## src/rtl/alu_muldiv_pkg.sv

```systemverilog
// alu_muldiv_pkg: shared ALU op codes, M-extension iteration count and op decode.
package alu_muldiv_pkg;
    localparam int ITER = 32;
    localparam logic [4:0] OPNULL   = 5'h00;
    localparam logic [4:0] OPADD    = 5'h01;
    localparam logic [4:0] OPSUB    = 5'h02;
    localparam logic [4:0] OPAND    = 5'h03;
    localparam logic [4:0] OPOR     = 5'h04;
    localparam logic [4:0] OPXOR    = 5'h05;
    localparam logic [4:0] OPMUL    = 5'h10;
    localparam logic [4:0] OPMULH   = 5'h11;
    localparam logic [4:0] OPMULHSU = 5'h12;
    localparam logic [4:0] OPMULHU  = 5'h13;
    localparam logic [4:0] OPDIV    = 5'h14;
    localparam logic [4:0] OPDIVU   = 5'h15;
    localparam logic [4:0] OPREM    = 5'h16;
    localparam logic [4:0] OPREMU   = 5'h17;
    typedef struct packed {
        logic md;
        logic div;
        logic sa;
        logic sb;
    } md_dec_t;
    function automatic md_dec_t md_decode(logic [4:0] op);
        md_dec_t d;
        d.md  = op inside {OPMUL, OPMULH, OPMULHSU, OPMULHU, OPDIV, OPDIVU, OPREM, OPREMU};
        d.div = op inside {OPDIV, OPDIVU, OPREM, OPREMU};
        d.sa  = op inside {OPMUL, OPMULH, OPMULHSU, OPDIV, OPREM};
        d.sb  = op inside {OPMUL, OPMULH, OPDIV, OPREM};
        return d;
    endfunction
endpackage

```

## src/rtl/alu_muldiv_if.sv

```systemverilog
// alu_muldiv_if: start/busy/done handshake and operand buses of the mul/div unit.
interface alu_muldiv_if;
    logic        iStart;
    logic [4:0]  iControl;
    logic [31:0] iA;
    logic [31:0] iB;
    logic [31:0] oResult;
    logic        oBusy;
    logic        oDone;
    modport master (output iStart, iControl, iA, iB, input oResult, oBusy, oDone);
    modport slave  (input iStart, iControl, iA, iB, output oResult, oBusy, oDone);
endinterface

```

## src/rtl/alu_muldiv_step.sv

```systemverilog
// muldiv_step: one radix-2 iteration, shift-add multiply or restoring shift-subtract divide.
module muldiv_step (
    input  logic        div_i,
    input  logic [63:0] acc_i,
    input  logic [31:0] m_i,
    output logic [63:0] acc_o
);
    logic [32:0] sum;
    logic [32:0] part;
    logic [33:0] diff;
    // Multiply keeps {partial, multiplier}; divide keeps {remainder, dividend/quotient}.
    always_comb begin
        sum   = {1'b0, acc_i[63:32]} + {1'b0, acc_i[0] ? m_i : 32'd0};
        part  = acc_i[63:31];
        diff  = {1'b0, part} - {2'b00, m_i};
        acc_o = div_i ? {diff[33] ? part[31:0] : diff[31:0], acc_i[30:0], ~diff[33]}
                      : {sum, acc_i[31:1]};
    end
endmodule

```

## src/rtl/alu_muldiv.sv

```systemverilog
// alu_muldiv: iterative RV32M multiply/divide, 32 cycles from accept to a one-cycle done pulse.
module alu_muldiv
    import alu_muldiv_pkg::*;
(
    input  logic iCLK,
    input  logic iRST,
    alu_muldiv_if.slave bus
);
    typedef enum logic [1:0] {IDLE, CALC, DONE} state_t;
    state_t      state_q;
    logic [4:0]  op_q;
    logic [5:0]  cnt_q;
    logic [63:0] acc_q;
    logic [63:0] acc_d;
    logic [31:0] m_q;
    logic        div_q;
    logic        neg_q;
    logic        sa_q;
    logic        dz_q;
    logic [31:0] result_q;
    logic        busy_q;
    logic        done_q;
    md_dec_t     dec;
    logic        neg_a;
    logic        neg_b;
    logic [31:0] mag_a;
    logic [31:0] mag_b;
    logic [63:0] prod;
    logic [31:0] quo;
    logic [31:0] rem;
    logic [31:0] res;

    muldiv_step u_step (.div_i(div_q), .acc_i(acc_q), .m_i(m_q), .acc_o(acc_d));

    always_comb begin
        dec   = md_decode(bus.iControl);
        neg_a = dec.sa && bus.iA[31];
        neg_b = dec.sb && bus.iB[31];
        mag_a = neg_a ? -bus.iA : bus.iA;
        mag_b = neg_b ? -bus.iB : bus.iB;
        prod  = neg_q ? -acc_d : acc_d;
        quo   = dz_q ? 32'hFFFF_FFFF : (neg_q ? -acc_d[31:0] : acc_d[31:0]);
        rem   = sa_q ? -acc_d[63:32] : acc_d[63:32];
        res   = (op_q == OPMUL) ? prod[31:0]
              : (op_q == OPDIV || op_q == OPDIVU) ? quo
              : (op_q == OPREM || op_q == OPREMU) ? rem
              : prod[63:32];
    end

    always_ff @(posedge iCLK or posedge iRST) begin
        if (iRST) begin
            state_q  <= IDLE;
            op_q     <= OPNULL;
            cnt_q    <= '0;
            acc_q    <= '0;
            m_q      <= '0;
            div_q    <= 1'b0;
            neg_q    <= 1'b0;
            sa_q     <= 1'b0;
            dz_q     <= 1'b0;
            result_q <= '0;
            busy_q   <= 1'b0;
            done_q   <= 1'b0;
        end else begin
            case (state_q)
                IDLE: begin
                    done_q <= 1'b0;
                    if (bus.iStart && dec.md) begin
                        state_q <= CALC;
                        busy_q  <= 1'b1;
                        op_q    <= bus.iControl;
                        cnt_q   <= '0;
                        div_q   <= dec.div;
                        acc_q   <= {32'd0, dec.div ? mag_a : mag_b};
                        m_q     <= dec.div ? mag_b : mag_a;
                        neg_q   <= neg_a ^ neg_b;
                        sa_q    <= neg_a;
                        dz_q    <= dec.div && (bus.iB == 32'd0);
                    end
                end
                CALC: begin
                    acc_q <= acc_d;
                    cnt_q <= cnt_q + 6'd1;
                    if (cnt_q == 6'(ITER - 1)) begin
                        state_q  <= DONE;
                        busy_q   <= 1'b0;
                        done_q   <= 1'b1;
                        result_q <= res;
                    end
                end
                DONE: begin
                    state_q <= IDLE;
                    done_q  <= 1'b0;
                end
                default: state_q <= IDLE;
            endcase
        end
    end

    assign bus.oResult = result_q;
    assign bus.oBusy   = busy_q;
    assign bus.oDone   = done_q;
endmodule

```

## src/flat_wrapper.sv

```systemverilog
// flat-port wrapper written by rule: the top's interface ports become plain ports
module alu_muldiv_flat import alu_muldiv_pkg::*;
  (iCLK, iRST, bus_iStart, bus_iControl, bus_iA, bus_iB, bus_oResult, bus_oBusy, bus_oDone);
  alu_muldiv_if bus_i ();
  input  logic iCLK;
  input  logic iRST;
  input wire logic [$bits(bus_i.iStart)-1:0] bus_iStart;
  input wire logic [$bits(bus_i.iControl)-1:0] bus_iControl;
  input wire logic [$bits(bus_i.iA)-1:0] bus_iA;
  input wire logic [$bits(bus_i.iB)-1:0] bus_iB;
  output wire logic [$bits(bus_i.oResult)-1:0] bus_oResult;
  output wire logic [$bits(bus_i.oBusy)-1:0] bus_oBusy;
  output wire logic [$bits(bus_i.oDone)-1:0] bus_oDone;
  assign bus_i.iStart = bus_iStart;
  assign bus_i.iControl = bus_iControl;
  assign bus_i.iA = bus_iA;
  assign bus_i.iB = bus_iB;
  assign bus_oResult = bus_i.oResult;
  assign bus_oBusy = bus_i.oBusy;
  assign bus_oDone = bus_i.oDone;
  alu_muldiv u_core (.iCLK(iCLK), .iRST(iRST), .bus(bus_i));
endmodule
```

## config.mk

```make
export PLATFORM = sky130hd
export DESIGN_NAME = alu_muldiv_flat
export DESIGN_NICKNAME = d
export VERILOG_FILES = /design/src/rtl/alu_muldiv_pkg.sv /design/src/rtl/alu_muldiv_if.sv /design/src/rtl/alu_muldiv_step.sv /design/src/rtl/alu_muldiv.sv /design/src/flat_wrapper.sv
export SDC_FILE = /design/constraint.sdc
export NUM_CORES = 1
export LEC_CHECK = 0
export CORE_MARGIN = 1
export CORE_UTILIZATION = 45
export DETAILED_ROUTE_END_ITERATION = 6
export PLACE_DENSITY = 0.66
export SLEW_MARGIN = 20
export SYNTH_ARGS = -nofsm -noshare
export SYNTH_HDL_FRONTEND = slang
export SYNTH_SLANG_ARGS = --single-unit
```

## constraint.sdc

```tcl
create_clock -name iCLK -period 4.6 [get_ports iCLK]
set_clock_uncertainty 0.15 [all_clocks]
set_input_delay 0.92 -clock iCLK [delete_from_list [all_inputs] [get_ports iCLK]]
set_output_delay 0.92 -clock iCLK [all_outputs]
set_load 0.02 [all_outputs]
```

==> metrics.txt <==
y dimension of the die 183 um; Routed wire per std cell 21.4 um; critical-path cell list ha_1 > and4_4 > and2_1 > o2111ai_2 > o211ai_4 > nor2_4 > nor2_4 > a21oi_2 > ha_2 > o211ai_1 > nor4b_2 > nand3b_1 > o21bai_4 > nand4_1 > nor4b_2 > nand4_1 > buf_6 > o41ai_4 > xor2_1 > nand2_1 > a31oi_1; Pre-antenna DRT Iters 7; CTS Root Cell sky130_fd_sc_hd__clkbuf_16; clock insertion delay at the later pin of the skew report 450 ps; number of synthesized flops with an enable pin 0; pin slew with the least headroom to its limit 989 ps; wire length of the first global-routing pass 87200 um; Inserted Clock Buffers 17; basic-gate share of the synthesized area counting and, or, nand and nor cells 24.7%; clock slew seen by the registers of the worst setup and hold paths 80 ps; overflow left after global routing 0; Syn Inst Count 1957; Syn-to-layout area delta 28.9%; worst stage delay on the critical path 450 ps; area of the die 33600 sq um; final hold slack 325 ps; overall global routing resource usage 33.9%; initial antenna violation count 1; Final Hold Violating Endpoints 0; maximum achievable frequency 222 MHz; failing checks design-rule violations; unrepaired setup endpoints after global routing true; largest net degree at the start of global routing 91; number of levels in the clock H-tree 4; detailed router's first-iteration violation count 1604; TritonCTS Sinks 147; Synth async-reset ratio 100%; Tightest Hold Check Type reg -> reg; combinational family with the most area after synthesis compound AO/OA/AOI/OAI gates; number of distinct standard cells referenced by the synthesized netlist 105; most common cell in the synthesized netlist sky130_fd_sc_hd__nand2_1; share of the synthesized area in compound gates (AO/OA/AOI/OAI) 27.2%; commonest register cell after synthesis sky130_fd_sc_hd__dfrtp_1; data required time at the worst endpoint 4820 ps; Pins Over Slew Limit 0; count of input and output buffers 105; area share of the largest cell type after synthesis 24.9%; total of max-cap violations 0; share of the synthesized netlist area taken by xor and xnor gates 8.94%; residual DRC count 5; clk buf depth 2; mean number of vias per cell 6.11; time the final worst path needs with I/O delays and setup 4500 ps; adder-cell share of the synthesized area 6.10%; dpl ws -117 ps; final setup violation count 0; status finished, violations left; number of standard-cell rows in the floorplan 66; count of antenna diodes in the layout 0; floorplan core area 32500 sq um; highest net fanout along the worst path 5; Post-Synthesis Net Count 2100; largest area contributor in the synthesized netlist sky130_fd_sc_hd__dfrtp_1; number of storage elements in the synthesis netlist 147; post-layout net count 2370; post-place instance area 17800 sq um; number of global-route vias before repair 15.3k; number of ports placed on the die boundary 106; horizontal die dimension 183 um; placer's final routability congestion estimate 0.987; share of the yosys chip area belonging to registers 24.9%; startpoint-to-endpoint class of the critical path reg -> reg; CP max stage cell sky130_fd_sc_hd__dfrtp_1; TritonCTS clock tree yes; Slew Limit Headroom 33.4%; utilization after layout 58.8%; multiplexer fraction of the synthesized cell area 3.32%; ranking of synthesized cells by area sky130_fd_sc_hd__dfrtp_1 (25%), sky130_fd_sc_hd__nand2_1 (6.3%), sky130_fd_sc_hd__o21ai_0 (6.2%); total standard cell area after synthesis 14800 sq um; detailed placement HPWL 45300 um; Design Area, Final 19100 sq um; minimum setup slack in the final design 100 ps; post-synthesis average cell area 7.56 sq um; most frequent cells after synthesis sky130_fd_sc_hd__nand2_1 (248), sky130_fd_sc_hd__o21ai_0 (184), sky130_fd_sc_hd__a21oi_1 (156); arrival time of data at the critical path endpoint 4720 ps; initial standard-cell utilization of the core 45.6%; Syn. warnings 0; Crit. End Element flop; proportion of layout cells with a drive suffix above 1 18.9%; fraction of the cycle the final worst path needs 97.8%; number of antenna-violating nets in the routed design 0; aggregate routed wire length 57400 um; via count 16.4k; crit start category flop
## logic make-up (layout without fill, tap and decap cells)
family | after synthesis | count (layout)
AND/OR/NAND/NOR | 736 | 736
AO/OA/AOI/OAI | 626 | 626
buffers and inverters | 178 | 461
XOR/XNOR | 151 | 151
flip-flops | 147 | 147
adder cells (fa/ha/maj) | 71 | 71
multiplexers | 48 | 48
## metrics by stage
step	std cells	TNS, ps
5_1_grt	2682	-383
4_1_cts	2657	-89.1
3_3_place_gp	2624	-77.4
2_1_floorplan	1957	-353
6_report	2682	0
3_5_place_dp	2624	-224
## repair_timing
item,4_1_cts,5_1_grt
pin swaps,2,33
hold endpoints to repair,0,0
setup endpoints to repair,6,20
resized for setup,4,79
hold buffers,0,0
buffers inserted,1,25
## critical path, delay by kind of cell, from the launching register on
kind / cells / cell delay (ps)
adders and majority gates: 2 / 560
xor gates and xnor gates: 1 / 170
DFF: 1 / 450
buffers and inverters: 1 / 180
AOI/OAI and AO/OA: 7 / 1100
and+or+nand+nor: 10 / 1840
## layout make-up
class / instances / area (sq um)
clock buffers: 17 / 425
clock inverters: 15 / 181
fillers: 2953 / 13400
inverters: 70 / 269
multi-input cells: 1632 / 10900
flip-flops and latches: 147 / 3690
well taps: 442 / 553
repair buffers: 359 / 3040
## layout by cell type, fill, tap and decap left out, types with 28 or more instances in the layout
cell and instances:
sky130_fd_sc_hd__buf_4 247, sky130_fd_sc_hd__nand2_1 245, sky130_fd_sc_hd__o21ai_0 179, sky130_fd_sc_hd__dfrtp_1 143, sky130_fd_sc_hd__a21oi_1 140, sky130_fd_sc_hd__nor2_1 137, sky130_fd_sc_hd__clkdlybuf4s50_1 105, sky130_fd_sc_hd__nand3_1 77
sky130_fd_sc_hd__xnor2_1 76, sky130_fd_sc_hd__xor2_1 74, sky130_fd_sc_hd__inv_1 60, sky130_fd_sc_hd__nor3_1 49, sky130_fd_sc_hd__and2_1 46, sky130_fd_sc_hd__ha_1 46, sky130_fd_sc_hd__mux2i_1 40, sky130_fd_sc_hd__o211ai_1 35
sky130_fd_sc_hd__o31ai_1 29, sky130_fd_sc_hd__o221ai_1 28
## routing by layer
metal	global-route usage [%]	vias to the layer above	part of all wire (%)	wire length (um)
met2	53.3	743	44	25600
met3	5.78	146	7.1	4080
met5	0	-	0.023	13
met1	45.1	7810	43	24900
met4	16.3	2	5.1	2920
li1	-	7686	-	-
## final timing paths
path                       cells past startpoint                                  to                    startpoint  slack [ps]
max reg2reg                                   21  u_core.bus.oResult[24]$_DFFE_PP0P_  u_core.acc_q[46]$_DFFE_PP0P_         100
max                                           21  u_core.bus.oResult[24]$_DFFE_PP0P_  u_core.acc_q[46]$_DFFE_PP0P_         100
min                                            1         u_core.cnt_q[5]$_DFFE_PP0P_   u_core.cnt_q[5]$_DFFE_PP0P_         330
max in group asynchronous                      3        u_core.acc_q[44]$_DFFE_PP0P_                          iRST        2530
min reg2reg                                    1         u_core.cnt_q[5]$_DFFE_PP0P_   u_core.cnt_q[5]$_DFFE_PP0P_         330
min in group asynchronous                      2          u_core.m_q[11]$_DFFE_PP0P_                          iRST         840
## flip-flops by register name, indices dropped and copies added, names as in the netlist
name                cells
u_core.acc_q           64
u_core.bus.oBusy        1
u_core.bus.oDone        1
u_core.bus.oResult     32
u_core.cnt_q            6
u_core.div_q            1
u_core.dz_q             1
u_core.m_q             32
u_core.neg_q            1
u_core.op_q             5
u_core.sa_q             1
u_core.state_q          2
Power is not shown: default switching activity piles up to over one toggle a cycle in this logic, so the estimate is an artifact.
